## src/rtl/uart_word_tx_if.sv

```systemverilog
// uart_word_tx_if: word handshake from the producer plus the byte-level link to a UART transmitter.
interface uart_word_tx_if #(
  parameter int NBITS  = 8,
  parameter int NBYTES = 4
);
  logic [NBITS*NBYTES-1:0] word_in;
  logic                    word_valid;
  logic                    word_ready;
  logic                    tx_done_tick;
  logic                    tx_start;
  logic [NBITS-1:0]        data_out;
  logic                    busy;
  modport master (output word_in, word_valid, tx_done_tick, input word_ready, tx_start, data_out, busy);
  modport slave (input word_in, word_valid, tx_done_tick, output word_ready, tx_start, data_out, busy);
endinterface

```

## src/rtl/uart_word_tx.sv

```systemverilog
// uart_word_tx: queues words in a FIFO and feeds them to a UART transmitter one byte at a time, LSB first.
module uart_word_tx #(
  parameter int NBITS      = 8,
  parameter int NBYTES     = 4,
  parameter int FIFO_DEPTH = 4
) (
  input  logic          CLK_100MHZ,
  input  logic          reset,
  uart_word_tx_if.slave bus
);
  localparam int W  = NBITS * NBYTES;
  localparam int PW = $clog2(FIFO_DEPTH);
  localparam int IW = NBYTES > 1 ? $clog2(NBYTES) : 1;
  localparam logic [IW-1:0] LAST = IW'(NBYTES - 1);
  localparam logic [PW:0]   FULL = (PW + 1)'(FIFO_DEPTH);
  typedef enum logic [1:0] {IDLE, START, WAIT} state_t;
  state_t         state_q, state_d;
  logic [IW-1:0]  idx_q, idx_d;
  logic [W-1:0]   sr_q, sr_d;
  logic [PW-1:0]  wp_q, wp_d, rp_q, rp_d;
  logic [PW:0]    cnt_q, cnt_d;
  logic [W-1:0]   mem_q [FIFO_DEPTH];
  logic           push, pop;
  // The word in flight lives only in sr_q, so popping frees its slot at once.
  always_comb begin
    push    = bus.word_valid && cnt_q != FULL;
    pop     = state_q == IDLE && cnt_q != '0;
    state_d = state_q;
    idx_d   = idx_q;
    sr_d    = sr_q;
    case (state_q)
      IDLE: if (pop) begin
        state_d = START;
        idx_d   = '0;
        sr_d    = mem_q[rp_q];
      end
      START: state_d = WAIT;
      default: if (bus.tx_done_tick) begin
        state_d = idx_q == LAST ? IDLE : START;
        idx_d   = idx_q == LAST ? idx_q : idx_q + 1'b1;
        sr_d    = idx_q == LAST ? sr_q : sr_q >> NBITS;
      end
    endcase
    wp_d  = wp_q + PW'(push);
    rp_d  = rp_q + PW'(pop);
    cnt_d = cnt_q + (PW + 1)'(push) - (PW + 1)'(pop);
  end
  always_ff @(posedge CLK_100MHZ or negedge reset) begin
    if (!reset) begin
      state_q <= IDLE;
      idx_q   <= '0;
      sr_q    <= '0;
      wp_q    <= '0;
      rp_q    <= '0;
      cnt_q   <= '0;
    end else begin
      state_q <= state_d;
      idx_q   <= idx_d;
      sr_q    <= sr_d;
      wp_q    <= wp_d;
      rp_q    <= rp_d;
      cnt_q   <= cnt_d;
    end
  end
  always_ff @(posedge CLK_100MHZ) begin
    if (push) mem_q[wp_q] <= bus.word_in;
  end
  assign bus.word_ready = cnt_q != FULL;
  assign bus.tx_start   = state_q == START;
  assign bus.data_out   = sr_q[NBITS-1:0];
  assign bus.busy       = state_q != IDLE || cnt_q != '0;
endmodule

```

## src/flat_wrapper.sv

```systemverilog
// flat-port wrapper written by rule: the top's interface ports become plain ports
module uart_word_tx_flat 
#(
  parameter int NBITS      = 8,
  parameter int NBYTES     = 4,
  parameter int FIFO_DEPTH = 4
)
  (CLK_100MHZ, reset, bus_word_in, bus_word_valid, bus_tx_done_tick, bus_word_ready, bus_tx_start, bus_data_out, bus_busy);
  uart_word_tx_if #(.NBITS(NBITS), .NBYTES(NBYTES)) bus_i ();
  input  logic CLK_100MHZ;
  input  logic reset;
  input wire logic [$bits(bus_i.word_in)-1:0] bus_word_in;
  input wire logic [$bits(bus_i.word_valid)-1:0] bus_word_valid;
  input wire logic [$bits(bus_i.tx_done_tick)-1:0] bus_tx_done_tick;
  output wire logic [$bits(bus_i.word_ready)-1:0] bus_word_ready;
  output wire logic [$bits(bus_i.tx_start)-1:0] bus_tx_start;
  output wire logic [$bits(bus_i.data_out)-1:0] bus_data_out;
  output wire logic [$bits(bus_i.busy)-1:0] bus_busy;
  assign bus_i.word_in = bus_word_in;
  assign bus_i.word_valid = bus_word_valid;
  assign bus_i.tx_done_tick = bus_tx_done_tick;
  assign bus_word_ready = bus_i.word_ready;
  assign bus_tx_start = bus_i.tx_start;
  assign bus_data_out = bus_i.data_out;
  assign bus_busy = bus_i.busy;
  uart_word_tx #(.NBITS(NBITS), .NBYTES(NBYTES), .FIFO_DEPTH(FIFO_DEPTH)) u_core (.CLK_100MHZ(CLK_100MHZ), .reset(reset), .bus(bus_i));
endmodule
```

## config.mk

```make
export PLATFORM = sky130hd
export DESIGN_NAME = uart_word_tx_flat
export DESIGN_NICKNAME = d
export VERILOG_FILES = /design/src/rtl/uart_word_tx_if.sv /design/src/rtl/uart_word_tx.sv /design/src/flat_wrapper.sv
export SDC_FILE = /design/constraint.sdc
export NUM_CORES = 1
export LEC_CHECK = 0
export CORE_MARGIN = 5
export CORE_UTILIZATION = 60
export DETAILED_ROUTE_END_ITERATION = 8
export GPL_TIMING_DRIVEN = 0
export PLACE_DENSITY_LB_ADDON = 0.12
export SYNTH_ARGS = -nofsm -noshare
export SYNTH_HDL_FRONTEND = slang
export SYNTH_SLANG_ARGS = --single-unit
```

## constraint.sdc

```tcl
create_clock -name CLK_100MHZ -period 11.45 [get_ports CLK_100MHZ]
set_input_delay 3.435 -clock CLK_100MHZ [delete_from_list [all_inputs] [get_ports CLK_100MHZ]]
set_output_delay 3.435 -clock CLK_100MHZ [all_outputs]
set_load 0.01 [all_outputs]
```

==> run_results.csv, run 1 <==
group,metric,value,unit
logic_synthesis,synth_top_family_by_area,"multiplexers",
logic_synthesis,yosysWarnings,0,
die,row_count,38,
cts,htreeDepth,4,
timing,slew_headroom,40.91,%
timing,tns,0,ns
logic_synthesis,synth_most_common_cell,"edfxtp_1",
die,core,10840,um2
final_layout,layout-drive-gt1-share,26.29,%
routing,routedWlPerCell,22.46,um
logic_synthesis,syn_avg_cell_area,19.43,um2
logic_synthesis,ys_ff_latch,171,
cts,cts-root-buf,"clkbuf_8",
routing,drt_iter0_drc,291,
power,p_int,1.529,mW
logic_synthesis,syn_inst,342,
die,die_height,115.3,um
cts,clk_pin_slew,0.07,ns
logic_synthesis,synth_ff_type,"edfxtp_1",
logic_synthesis,synth_top_cell_by_area,"edfxtp_1",
cts,hold_buffers,0,
routing,ant_nets,0,
die,start_util,61.31,%
timing,fin_crit,6.025,ns
cts,post_cts_buffers,0,
global_route,grt_overflow,0,
placement,gp_congestion,0.8484,
timing,drv_slew,0,
global_route,grt_pass1_vias,3713,
placement,portBuffers,46,
final_layout,n_antenna_cell,0,
final_layout,area_growth,20.01,%
logic_synthesis,synth_nets,382,
timing,fmax,166.0,MHz
die,die_x,115.3,um
routing,post-route-drc-count,0,
cts,cts.sinks,171,
critical_path,reg2reg_slack,8.77,ns
power,seq_power_share,42.5,%
critical_path,end_kind,"output pin",
timing,period_share,52.62,%
outcome,outcome,"completed",
power,irDropWorstVdd,0.1628,mV
logic_synthesis,synth_mux_area_share,11.28,%
power,p_sw,0.6520,mW
hold_path,worstHoldPathCells,1,
logic_synthesis,synthArstFlopShare,25.15,%
timing,setup-violations-final,0,
logic_synthesis,synth-simple-area-share,5.120,%
power,clockPowerShare,26.0,%
hold_path,worst_hold_path_type,"flop to flop",
cts,clk_latency,0.55,ns
global_route,grt_max_degree,33,
die,die_area,13280,um2
logic_synthesis,synthDistinctLibCells,37,
power,powerDensity,273.4,nW/um2
routing,first_pass_iters,5,
cts,numCtsBuffers,17,
global_route,antenna_found_initial,0,
timing,rsz0062_at_grt,"no",
hold_path,min_from,"u_core.idx_q[0]",
critical_path,crit_path_start_kind,"flop",
timing,tightest_slew,0.8864,ns
job,drv_cap,0,
die,pin_count,47,
critical_path,cp_max_fo,10,
placement,dp_hpwl,8302,um
final_layout,layout.nets,453,
logic_synthesis,netlist_top_cells_count,"edfxtp_1 (128), dfrtp_1 (43), mux4_2 (27)",
power,power.leakage,2.764,nW
critical_path,cp.required,8.02,ns
cts,cts_buffer_depth,2,
final_layout,final_util,73.58,%
logic_synthesis,synth_compound_gate_area_share,5.177,%
timing,hold_viol,0,
power,combPwrFrac,31.5,%
power,switching_share,29.89,%
critical_path,rr_worst_depth,8,
logic_synthesis,synth_top_area_share,57.83,%
routing,vias_per_cell,6.012,
critical_path,crit_type,"flop to output pin",
cts,tritoncts,"built",
critical_path,r2r_end,"u_core.cnt_q[2]",
logic_synthesis,synth-adder-area-share,0.8660,%
global_route,track_usage,21.31,%
final_layout,fillCellCount,656,
logic_synthesis,synth_xor_area_share,0.6589,%
timing,fin_skew,0.007999,ns
logic_synthesis,yosysSeqAreaShare,74.02,%
logic_synthesis,synth_edf_count,128,
logic_synthesis,netlist_top_cells_area,"edfxtp_1 (58%), dfrtp_1 (16%), mux4_2 (9.1%)",
critical_path,worst_ep_arrival_time,2.59,ns
hold_path,min_to,"u_core.idx_q[0]",
critical_path,worst_r2r_startpoint,"u_core.cnt_q[2]",
routing,vias,3403,
cts,cts_resized,0,
routing,routed_wl,12710,um
logic_synthesis,syn_area,6646,um2
global_route,grt_pass1_wl,20400,um
## power groups by stage
stage | Clock [mW] | Combinational [mW] | Sequential, mW
after global placement | 0 | 0.654 | 0.930
after floorplan | 0 | 0.481 | 0.908
final | 0.567 | 0.687 | 0.927
after CTS | 0.574 | 0.699 | 0.926
after global routing | 0.605 | 0.750 | 0.939
after detailed placement | 0 | 0.692 | 0.935
## routing by layer
| layer | wire length (um) | vias up | track usage [%] |
|---|---|---|---|
| li1 | - | 1522 | - |
| met1 | 5324 | 1736 | 28.32 |
| met2 | 6432 | 119 | 33.95 |
| met3 | 734 | 26 | 6.526 |
| met4 | 221 | 0 | 7.433 |
| met5 | 0 | - | 0 |
## flip-flops by register name, summed over array words and instances, names as in the netlist
name / count
u_core.cnt_q: 3
u_core.idx_q: 2
u_core.mem_q: 128
u_core.rp_q: 2
u_core.sr_q: 32
u_core.state_q: 2
u_core.wp_q: 2
## cell families (layout without fill, tap and decap cells)
| kind of cell | count (synthesis) | in the layout |
|---|---|---|
| adder cells (fa/ha/maj) | 4 | 4 |
| XOR/XNOR | 5 | 5 |
| AO/OA/AOI/OAI | 37 | 37 |
| buffers and inverters | 30 | 114 |
| AND/OR/NAND/NOR | 62 | 62 |
| flip-flops | 171 | 171 |
| multiplexers | 33 | 33 |
## per-stage QoR
step / instances / total power, mW / area (um2) / setup slack (ns) / hold slack (ns)
2_1_floorplan: 342 / 1.388 / 6646 / 4.984 / 0.4573
3_3_place_gp: 528 / 1.585 / 7282 / 2.477 / 0.4652
3_5_place_dp: 534 / 1.626 / 7388 / 6.008 / 0.4766
4_1_cts: 566 / 2.198 / 7976 / 5.414 / 0.4854
5_1_grt: 566 / 2.294 / 7976 / 5.271 / 0.5051
6_report: 566 / 2.181 / 7976 / 5.425 / 0.4876
## placed cells by master, fill, tap and decap left out, drive strengths merged
cell / count
a21oi: 1
and2: 1
and3: 1
buf: 23
bufinv: 3
clkbuf: 29
clkdlybuf4s50: 45
clkinv: 6
clkinvlp: 4
dfrtp: 43
edfxtp: 128
fa: 1
ha: 3
inv: 4
mux2i: 1
mux4: 32
nand2: 14
nand3: 11
nand3b: 1
nor2: 4
nor2b: 1
nor3: 1
nor3b: 1
o21a: 1
o21ai: 9
o21bai: 1
o221a: 23
o22ai: 1
o32a: 1
or2: 1
or3: 25
or3b: 1
xnor2: 3
xor2: 2
## critical path: stages, from the launching register on
cell	delay [ns]
dfrtp_1	0.43
nor3_2	0.55
clkbuf_1	0.43
nand2_1	0.13
clkdlybuf4s50_1	0.51
## worst max-delay path by stage
stage,from,endpoint,cells past startpoint
2_1_floorplan,bus_word_valid,u_core.mem_q[0][0],2
3_3_place_gp,bus_word_valid,u_core.mem_q[0][21],3
3_5_place_dp,u_core.cnt_q[2],bus_busy,4
4_1_cts,u_core.cnt_q[2],bus_busy,4
5_1_grt,u_core.cnt_q[2],bus_busy,4
6_report,u_core.cnt_q[2],bus_busy,4
## area by class of cell
class / instances / area, um2 / share of cell area, %
plain buffers: 28 / 183.9 / 2.306
clock buffers: 17 / 414.1 / 5.192
clock inverters: 15 / 173.9 / 2.180
inverters: 2 / 7.507 / 0.09412
multi-input cells: 141 / 1556 / 19.51
flip-flops and latches: 171 / 4920 / 61.68
well taps: 140 / 175.2 / 2.196
repair buffers: 52 / 545.5 / 6.839
Power figures use the tool's default switching activity.
==> run 2, diff against run 1 <==
--- a/config.mk
+++ b/config.mk
@@ -6,7 +6,7 @@
 export NUM_CORES = 1
 export LEC_CHECK = 0
 export CORE_MARGIN = 5
-export CORE_UTILIZATION = 60
+export CORE_UTILIZATION = 58
 export DETAILED_ROUTE_END_ITERATION = 8
 export GPL_TIMING_DRIVEN = 0
 export PLACE_DENSITY_LB_ADDON = 0.12
==> constraint.sdc (replaced) <==
create_clock -name CLK_100MHZ -period 6.2 [get_ports CLK_100MHZ]
set_input_delay 1.86 -clock CLK_100MHZ [delete_from_list [all_inputs] [get_ports CLK_100MHZ]]
set_output_delay 1.86 -clock CLK_100MHZ [all_outputs]
set_load 0.01 [all_outputs]
==> run 2 against run 1 <==
  * Sequential share of layout area fell by 0.33 points
  * Sequential cell count unchanged
  * First-iteration DRC count down 0.34%
  * Sequential power is 84% higher
  * Routed wire length decreased by 3.0%
  * Clock power is 90% higher
  * Combinational power up 83%
  * Via count down 2.0%
  * Die area is 3.1% higher
  * Cell count increased by 0.53%
==> run_results.csv, run 2 (synthesis gave the netlist of run 1 again) <==
group,metric,value,unit
outcome,outcome,"completed",
cts,cts-root-buf,"clkbuf_16",
cts,cts_buffer_depth,2,
job,drv_cap,0,
critical_path,slowest_stage,"nor3_2",
final_layout,layout.nets,453,
critical_path,crit_chain,"nor3_2, clkbuf_1, nand2_1, clkdlybuf4s50_1",
timing,setup-violations-final,0,
final_layout,instances_no_fill,569,
critical_path,r2r_end,"u_core.cnt_q[2]",
critical_path,worst_ep_arrival_time,2.49,ns
critical_path,worst_r2r_startpoint,"u_core.cnt_q[2]",
critical_path,end_kind,"output pin",
routing,routed_wl,12340,um
power,power.leakage,2.775,nW
critical_path,critPathTopFamily,"buffers and inverters",
die,die_x,117.0,um
timing,slew_headroom,40.41,%
final_layout,layout-drive-gt1-share,25.35,%
global_route,grt_pass1_wl,19800,um
global_route,grt_pass1_vias,3572,
cts,numCtsBuffers,17,
die,die_height,117.0,um
critical_path,crit_path_start_kind,"flop",
hold_path,worstHoldPathCells,1,
routing,post-route-drc-count,0,
timing,hold_viol,0,
final_layout,final_cell_mix,"edfxtp_1 (128), clkdlybuf4s50_1 (45), dfrtp_1 (43)",
routing,vias,3336,
timing,rsz0062_at_grt,"no",
final_layout,largest_reg_flops,128,
cts,post_cts_buffers,0,
timing,fmax,229.8,MHz
cts,cts.sinks,171,
routing,first_pass_iters,5,
cts,clk_pin_slew,0.06,ns
final_layout,final_common_cell,"edfxtp_1",
hold_path,worst_hold_path_type,"flop to flop",
critical_path,reg2reg_slack,3.49,ns
critical_path,cp_max_fo,10,
placement,placedCellCount,537,
routing,ant_nets,0,
die,die_area,13700,um2
timing,tightest_slew,0.8939,ns
cts,hold_buffers,0,
hold_path,min_from,"u_core.idx_q[0]",
critical_path,cp.required,4.34,ns
final_layout,finalInstanceArea,8019,um2
timing,fin_crit,4.352,ns
global_route,grt_max_degree,41,
placement,gp_congestion,0.7982,
power,irDropWorstVdd,0.3600,mV
die,start_util,58.71,%
critical_path,cpPeakStageDelay,0.58,ns
placement,dp_hpwl,8032,um
die,pin_count,47,
global_route,track_usage,20.20,%
final_layout,largestRegisters,"u_core.mem_q: 128 flops, u_core.sr_q: 32 flops, u_core.cnt_q: 3 flops",
global_route,grt_overflow,0,
die,row_count,39,
placement,portBuffers,46,
die,core,11320,um2
cts,tritoncts,"built",
timing,fin_skew,0.01023,ns
critical_path,rr_worst_depth,8,
power,powerDensity,505.7,nW/um2
critical_path,crit_type,"flop to output pin",
cts,htreeDepth,4,
critical_path,critPathBufInv,2,
cts,cts_resized,0,
final_layout,area_growth,20.65,%
global_route,antenna_found_initial,0,
placement,place_area,7411,um2
critical_path,critPathLaunch,"u_core.cnt_q[2]",
cts,clk_latency,0.42,ns
routing,vias_per_cell,5.863,
final_layout,regMostFlops,"u_core.mem_q",
timing,period_share,70.19,%
routing,routedWlPerCell,21.68,um
hold_path,min_to,"u_core.idx_q[0]",
final_layout,n_antenna_cell,0,
routing,drt_iter0_drc,290,
timing,drv_slew,0,
-- run 2: report_power, final --
part / total [mW] / switching, mW / leakage (nW) / internal (mW)
combinational: 1.26 / 0.610 / 0.818 / 0.652
clock: 1.08 / 0.413 / 0.282 / 0.669
sequential: 1.71 / 0.147 / 1.68 / 1.56
total: 4.05 / 1.17 / 2.78 / 2.89
-- run 2: final cells by class --
class                   instances  area, um2
fillers                       725       3302
multi-input cells             141       1556
flip-flops and latches        171       4920
inverters                       2      7.507
clock inverters                13      175.2
clock buffers                  19      432.9
well taps                     143      178.9
plain buffers                  28      183.9
repair buffers                 52      564.3
-- run 2: per-layer routing --
metal | GRT usage (%) | vias to the layer above | part of all wire (%)
li1 | - | 1526 | -
met1 | 27.56 | 1724 | 43
met2 | 31.97 | 75 | 52
met3 | 5.553 | 11 | 4.2
met4 | 6.957 | 0 | 0.84
met5 | 0 | - | 0
-- run 2: worst max path at each step --
stage                          end  slack [ns]  cells after the start
6_report                  bus_busy        1.85                      4
5_1_grt                   bus_busy        1.62                      4
4_1_cts                   bus_busy        1.81                      4
3_5_place_dp   u_core.mem_q[0][21]        2.26                      5
3_3_place_gp   u_core.mem_q[0][20]       -1.09                      3
2_1_floorplan   u_core.mem_q[0][0]        1.31                      2
-- run 2: metrics by stage --
| stage | setup TNS, ns | hold WS [ns] | power, mW | util (%) | setup WS [ns] |
|---|---|---|---|---|---|
| finish | 0 | 0.5061 | 4.055 | 70.83 | 1.849 |
| global route | 0 | 0.5020 | 4.276 | 70.83 | 1.622 |
| global placement | -34.76 | 0.4675 | 2.932 | 64.36 | -1.088 |
| detailed placement | 0 | 0.4919 | 3.008 | 65.46 | 2.258 |
| CTS | 0 | 0.5017 | 4.103 | 70.83 | 1.814 |
| floorplan | 0 | 0.4573 | 2.564 | - | 1.309 |
